$ cat config.mk
export PLATFORM = sky130hd
export DESIGN_NAME = fetch_buffer
export DESIGN_NICKNAME = d
export VERILOG_FILES = /design/src/rtl/fetch_buffer_pkg.sv /design/src/rtl/fb_oldest_wait.sv /design/src/rtl/fetch_buffer.sv
export SDC_FILE = /design/constraint.sdc
export NUM_CORES = 1
export LEC_CHECK = 0
export ABC_CLOCK_PERIOD_IN_PS = 6270
export BUFFER_PORTS_ARGS = -buffer_cell sky130_fd_sc_hd__buf_2
export CAP_MARGIN = 10
export CORE_MARGIN = 2
export CORE_UTILIZATION = 35
export DETAILED_ROUTE_END_ITERATION = 10
export HOLD_SLACK_MARGIN = 0.12
export SYNTH_ARGS = -nofsm -noshare
export SYNTH_HDL_FRONTEND = slang
export SYNTH_SLANG_ARGS = --single-unit
$ cat constraint.sdc
create_clock -name clk -period 6.27 [get_ports clk]
set_input_delay 1.254 -clock clk [delete_from_list [all_inputs] [get_ports clk]]
set_output_delay 1.254 -clock clk [all_outputs]
set_load 0.1 [all_outputs]
$ cat src/rtl/fetch_buffer_pkg.sv
// fetch_buffer_pkg: shared entry/exception types for the fetch buffer
// Holds the entry state enum, the exception record and the buffer entry layout.
// Entry slot arrays are sized for the widest legal packet (FB_MAX_WIDTH); narrower
// builds use the low slots only.
package fetch_buffer_pkg;
  localparam int FB_MAX_WIDTH = 4;
  typedef enum logic {FB_WAIT = 1'b0, FB_DONE = 1'b1} fb_state_e;
  typedef struct packed {
    logic       ex;
    logic [4:0] exccode;
    logic       tlb_refill;
  } fb_exception_t;
  typedef struct packed {
    logic                              valid;
    fb_state_e                         state;
    logic [31:0]                       pc;
    logic [FB_MAX_WIDTH-1:0]           mask;
    logic [FB_MAX_WIDTH-1:0][31:0]     inst;
    fb_exception_t                     exc;
  } fb_entry_t;
endpackage

$ cat src/rtl/fb_oldest_wait.sv
// fb_oldest_wait: finds the oldest valid FB_WAIT entry, searching from head
// Ports: head (search start), valid/state (per-entry vectors),
//        found (a waiting entry exists), idx (its index).
module fb_oldest_wait
  import fetch_buffer_pkg::*;
#(
  parameter int DEPTH = 8
) (
  input  logic [$clog2(DEPTH)-1:0] head,
  input  logic [DEPTH-1:0]         valid,
  input  fb_state_e                state [DEPTH],
  output logic                     found,
  output logic [$clog2(DEPTH)-1:0] idx
);
  localparam int PW = $clog2(DEPTH);
  logic [PW-1:0] p;
  // Walk from youngest to oldest so the last hit is the one closest to head.
  always_comb begin
    found = 1'b0;
    idx = head;
    p = head;
    for (int i = DEPTH - 1; i >= 0; i--) begin
      p = head + PW'(i);
      if (valid[p] && state[p] == FB_WAIT) begin
        found = 1'b1;
        idx = p;
      end
    end
  end
endmodule

$ cat src/rtl/fetch_buffer.sv
// fetch_buffer: in-order fetch packet buffer pairing ICache responses with packets
// Ports: clk/reset (sync, active-high), flush (clear + cancel in-flight responses);
//        in_* prefetch packet (valid/ready, pc, mask, packet exception);
//        req_issued (ICache accepted a request); resp_* in-order ICache response;
//        out_* head packet to decode (valid/ready, pc, mask, inst, exception).
// Optional: FETCH_BUFFER_BYPASS_EN forwards a response targeting the head
// straight to out_* in the same cycle.
module fetch_buffer
  import fetch_buffer_pkg::*;
#(
  parameter int FETCH_WIDTH     = 2,
  parameter int DEPTH           = 8,
  parameter int MAX_OUTSTANDING = 2
) (
  input  logic                      clk,
  input  logic                      reset,
  input  logic                      flush,
  input  logic                      in_valid,
  output logic                      in_ready,
  input  logic [31:0]               in_pc,
  input  logic [FETCH_WIDTH-1:0]    in_mask,
  input  logic                      in_ex,
  input  logic [4:0]                in_exccode,
  input  logic                      req_issued,
  input  logic                      resp_valid,
  input  logic [32*FETCH_WIDTH-1:0] resp_data,
  input  logic                      resp_tlb_ex,
  input  logic [4:0]                resp_tlb_exccode,
  input  logic                      resp_tlb_refill,
  output logic                      out_valid,
  input  logic                      out_ready,
  output logic [31:0]               out_pc,
  output logic [FETCH_WIDTH-1:0]    out_mask,
  output logic [32*FETCH_WIDTH-1:0] out_inst,
  output logic                      out_ex,
  output logic [4:0]                out_exccode,
  output logic                      out_tlb_refill
);
  localparam int PW = $clog2(DEPTH);
  localparam int OW = $clog2(MAX_OUTSTANDING + 1);
  fb_entry_t entries [DEPTH];
  fb_state_e ent_state [DEPTH];
  logic [DEPTH-1:0] ent_valid;
  logic [PW-1:0] head, tail, tgt;
  logic [PW:0] count;
  logic [OW-1:0] outstanding, outstanding_nxt, cancel_cnt;
  logic found, accept, byp, enq, deq, write_resp;
  fb_exception_t resp_exc;
  fb_entry_t new_ent;
  always_comb begin
    for (int i = 0; i < DEPTH; i++) begin
      ent_valid[i] = entries[i].valid;
      ent_state[i] = entries[i].state;
    end
  end
  fb_oldest_wait #(.DEPTH(DEPTH)) u_oldest (
    .head  (head),
    .valid (ent_valid),
    .state (ent_state),
    .found (found),
    .idx   (tgt)
  );
  // Responses still owed to pre-flush requests are swallowed by the cancel counter.
  assign accept = resp_valid && !flush && cancel_cnt == '0;
`ifdef FETCH_BUFFER_BYPASS_EN
  assign byp = accept && found && tgt == head;
`else
  assign byp = 1'b0;
`endif
  assign write_resp = accept && found && !(byp && out_ready);
  assign resp_exc = resp_tlb_ex ? '{ex: 1'b1, exccode: resp_tlb_exccode, tlb_refill: resp_tlb_refill}
                                : entries[tgt].exc;
  assign in_ready = count < (PW+1)'(DEPTH);
  assign out_valid = count != '0 && (entries[head].state == FB_DONE || byp);
  assign enq = in_valid && in_ready;
  assign deq = out_valid && out_ready;
  assign new_ent = '{valid: 1'b1, state: in_ex ? FB_DONE : FB_WAIT, pc: in_pc,
                     mask: FB_MAX_WIDTH'(in_mask), inst: '0,
                     exc: '{ex: in_ex, exccode: in_exccode, tlb_refill: 1'b0}};
  assign out_pc = entries[head].pc;
  assign out_mask = entries[head].mask[FETCH_WIDTH-1:0];
  assign out_inst = byp ? (resp_tlb_ex ? '0 : resp_data) : entries[head].inst[FETCH_WIDTH-1:0];
  assign out_ex = byp ? resp_exc.ex : entries[head].exc.ex;
  assign out_exccode = byp ? resp_exc.exccode : entries[head].exc.exccode;
  assign out_tlb_refill = byp ? resp_exc.tlb_refill : entries[head].exc.tlb_refill;
  always_ff @(posedge clk) begin
    if (reset || flush) begin
      for (int i = 0; i < DEPTH; i++) entries[i] <= '0;
      head <= '0;
      tail <= '0;
      count <= '0;
    end else begin
      if (write_resp) begin
        entries[tgt].state <= FB_DONE;
        entries[tgt].inst <= resp_tlb_ex ? '0 : (FB_MAX_WIDTH*32)'(resp_data);
        entries[tgt].exc <= resp_exc;
      end
      if (deq) begin
        entries[head].valid <= 1'b0;
        head <= head + PW'(1);
      end
      if (enq) begin
        entries[tail] <= new_ent;
        tail <= tail + PW'(1);
      end
      count <= count + (PW+1)'(enq) - (PW+1)'(deq);
    end
  end
  // A flush must also skip the request accepted in the flush cycle itself.
  assign outstanding_nxt = outstanding + OW'(req_issued) - OW'(resp_valid);
  always_ff @(posedge clk) begin
    if (reset) begin
      outstanding <= '0;
      cancel_cnt <= '0;
    end else begin
      outstanding <= outstanding_nxt;
      cancel_cnt <= flush ? outstanding_nxt
                  : (resp_valid && cancel_cnt != '0) ? cancel_cnt - OW'(1) : cancel_cnt;
    end
  end
  a_resp_target: assert property (@(posedge clk) disable iff (reset) accept |-> found);
  a_out_ovf: assert property (@(posedge clk) disable iff (reset)
    !(req_issued && !resp_valid && outstanding == OW'(MAX_OUTSTANDING)));
  a_out_udf: assert property (@(posedge clk) disable iff (reset) resp_valid |-> outstanding != '0);
endmodule

# Word-level counts from Yosys, hierarchy flattened
# Memory sizes are Yosys's and may differ from the RTL's. A register that Yosys moved wholly into a read port is not among the register bits.
# Cells that the tools add are included.
# totals
register_bits	14
mem_bits_rw	856
input_bits	118
wordCells	161
n_memories	1
# classes
add_sub_neg	13
n_lt_le_gt_ge	17
eq_ne	1
mux	83
n_bitwise	16
reduce_logical	25
# mem_list
name	depth	width	read_ports	rd_clocked_by_memory_dff	wr	line_no	text
entries	8	107	9	1	8	fetch_buffer.sv:41	fb_entry_t entries [DEPTH];
# op_table
operator	count
$mux W107	3
$reduce_or A107 Y1	3
$mux W64	1
$bmux W1 S3	16
$mux W1	45
$mux W3	14
$ge A4 B4 Y1 const B	8
$lt A3 B4 Y1 const B	8
$not A3 Y4	8
$logic_and A1 B1 Y1	15
$add A3 B3 Y3 const B	4
$not A1 Y1	8
$mux W7	1
$add A3 B1 Y3 const B	2
$add A3 B2 Y3 const B	2
$mux W2	3
$add A4 B1 Y4	1
$lt A4 B4 Y1 const B	1
$reduce_bool A2 Y1	2
$reduce_bool A4 Y1	1
$sub A4 B1 Y4	1
$add A2 B1 Y2	1
$logic_not A2 Y1	1
$reduce_and A2 Y1	1
5 further kinds	5

# Longest topological paths before layout
# depth
depth_word	22
mapped_depth	15
ltp_nobuf	11

# By module
# From an unflattened synthesis, not the netlist that was laid out.
# hier_totals
cells_unflattened	2752
hier_area_um2	37463.4
# modules_own_cells
mod	n_inst	cells_each	area_each_um2
fetch_buffer	1	2630	36526.3
fb_oldest_wait	1	122	937.1

# Worst setup path before layout
# Ideal clock, no wire load.
# synth_timing
path_kind	register to register
startpoint	register head[1]
endpoint	memory entries[2][1] (netlist name), enable pin
setup_time_ns	0.377
t_arrival_ns	4.032
setup_slack_ns	1.861
stages_incl_launch_ff	14
n_path_buf	4
path_cell_list	dfxtp_1 buf_2 clkinv_1 ha_1 inv_2 mux4_2 mux2_2 a211o_1 a311oi_4 buf_6 nand3_1 buf_4 buf_4 o21ai_0
# synth_lines
element	line_no	text
start: declaration	fetch_buffer.sv:44	logic [PW-1:0] head, tail, tgt;
start signal: assignment	fetch_buffer.sv:100	head <= head + PW'(1);
end: declaration	fetch_buffer.sv:41	

==> results.cfg <==
[floorplan]
die_w_um = 352
initial_core_util = 0.353
ios = 225
fp-row-count = 127
coreArea_mm2 = 0.120
floorplan.die_area_mm2 = 0.124
die_h_um = 352

[layout]
area_growth_pct = 12.4
mostFrequentLayoutCell = nand2_1
multi_input_area_mm2 = 0.0200
final_nets = 4003
final.fill_count = 11400
area.sequential_mm2 = 0.0207
layout_common_cells = nand2_1 (1,096), dfxtp_1 (550), mux2i_1 (538)
drive_gt1_frac = 0.208

[logic_synthesis]
synthMuxAreaShare = 0.275
synth_cell_types = 57
ys.flop_type = dfxtp_1
synth_edf_count = 320
synth.top_cell.area_share = 0.261
synth-xor-area-share = 0.00227
postSynthNetCount = 4007
synth_simple_gate_area_frac = 0.165
synth_top_family_by_area = multiplexers
yosysTopAreaCell = dfxtp_1
synth_cells = 3873
synth-async-reset-ratio = 0
ys_ff_latch = 873
yosys_warnings = 0
yosysSeqAreaShare = 0.488
synth_adder_area_share = 0.00490
mappedNetlistArea_mm2 = 0.0424
synth_compound_area_frac = 0.0200
synthTopCellsByArea = dfxtp_1 (26%), edfxtp_1 (23%), mux2i_1 (13%), mux4_2 (12%), nand2_1 (9.8%)
synth.avg_cell_area_um2 = 10.9

[pwr]
vdd_drop_max_mv = 0.229
p_per_area_mw_per_mm2 = 258
p_leak_nw = 19.9

[drt]
via_per_inst = 5.30
routed_wl_um = 126000
wl_per_cell_um = 22.8
vias = 29400
drt_iter0_markers = 2306
drt-pass1-iter-count = 7
ant_nets = 0
drc = 0

[timing]
finalMaxSlewViolations = 0
setup_tns_ns = 0
grt_setup_unrepaired = no
worst_slew_pin_slew_ns = 1.22
post-route-period-util = 0.844
slew_headroom = 0.180
setup_viol = 0
fmax_ghz = 0.189
finClkSkew_ns = 0.0552
timing.final.crit_period_ns = 5.29
holdWs_ns = 0.454
hold_viol = 0

[critical_path]
crit_required_ns = 6.67
endpoint_kind = flop
critPathBufInv = 4
worstPathCellList = clkinv_1 -> ha_1 -> inv_2 -> mux4_2 -> mux2_2 -> a211o_1 -> nand3_1 -> nand3_1 -> nand3_4 -> buf_4 -> buf_4 -> o31ai_1
start_kind = flop
cp_slowest_cell = buf_4
max_stage_delay_ns = 0.72
cp_top_family = buffers and inverters
crit_path_max_fanout = 41
crit_arrival_ns = 5.69
critical_path_class = reg2reg

[global_route]
track_usage = 0.200
grt_max_degree = 104
antenna_found_initial = 13
grt.met1_usage = 0.265
globalRoute.busiestLayer = met2
grt_pass1_vias = 30100
gr-usage-met2 = 0.329
grt_pass1_wl_um = 191000
met3_usage = 0.0385
globalRoute.totalOverflow = 0

[placed_design]
place_hpwl_um = 69400
gp_congestion = 0.880
place.port_buffers = 224

[clock_tree]
clkLatencyLatePin_ns = 0.68
clk_path_buf_depth = 3
post_cts_buffers = 0
htree_levels = 3
clkTransAtPathRegs_ns = 0.06
cts_sinks = 873
root_buffer = clkbuf_16
cts-resized-gates = 0
cts_tree = done
cts_hold_buf = 0
cts_buffers = 95

[job]
drv_cap = 0

[worst_hold_path]
worstHoldPathType = reg2reg

[status]
outcome = finished, final reports clean
power breakdown:
group / internal [W] / switching, W / total, W
clock network: 0.00314 / 0.00236 / 0.00550
registers: 0.00597 / 0.0000299 / 0.00600
logic: 0.000204 / 0.000584 / 0.000788
total: 0.00932 / 0.00297 / 0.0123
metal layers:
| metal | routed length [µm] | up-vias |
|---|---|---|
| met5 | 105 | - |
| met1 | 54600 | 14700 |
| li1 | - | 13500 |
| met2 | 58900 | 1018 |
| met3 | 8890 | 251 |
| met4 | 4020 | 16 |
path summary, 6_finish.rpt:
kind / to / depth (start not counted) / startpoint / slack [ns]
worst max register to register: entries[7][6] / 12 / head[1] / 0.98
worst min register to register: entries[6][35] / 2 / entries[6][35] / 0.45
worst min-delay path: entries[6][35] / 2 / entries[6][35] / 0.45
worst max-delay path: entries[7][6] / 12 / head[1] / 0.98
cells by family (layout without fill, tap and decap cells):
family,Yosys count,in the layout
other,0,2
flip-flops,873,873
XOR/XNOR,11,11
AND/OR/NAND/NOR,1583,1583
AO/OA/AOI/OAI,104,104
buffers and inverters,417,483
multiplexers,869,869
adder cells (fa/ha/maj),16,16
worst min-delay path, cell delays in order, from the launching register on:
cell     delay (ns)
dfxtp_1        0.30
nand2_1        0.05
mux2i_1        0.05
state kept, by name, indices dropped and copies added (netlist names), named ones only:
name         flops
cancel_cnt       2
count            4
entries        856
head             3
outstanding      2
tail             3
final cells by class:
class,count,area share
repair buffers,289,0.0373
clock buffers,145,0.0585
flip-flops and latches,873,0.434
clock inverters,22,0.00489
diodes,2,0.000105
well taps,1612,0.0424
inverters,27,0.00213
multi-input cells,2583,0.420
synthesized netlist by cell type (all sizes together) (15+ instances only):
master / count
a22o: 19
nor2b: 78
ha: 15
mux4: 224
mux2i: 538
mux2: 107
clkbuf: 229
nand3: 23
and2: 72
edfxtp: 320
nor2: 59
buf: 161
and3: 215
o31ai: 22
dfxtp: 553
a21oi: 15
inv: 26
nand2: 1102
metrics by stage:
stage                     std cells  power (W)  area, µm²  setup slack (ns)   util
after floorplan                3873    0.00664      42400              1.86      -
after global placement         5384    0.00690      44600              1.13  0.372
after detailed placement       5384    0.00691      44600              1.01  0.372
after CTS                      5551     0.0124      47600             0.993  0.397
after global routing           5552     0.0127      47600             0.604  0.397
final                          5553     0.0123      47600             0.981  0.397
Power figures use the tool's default switching activity.
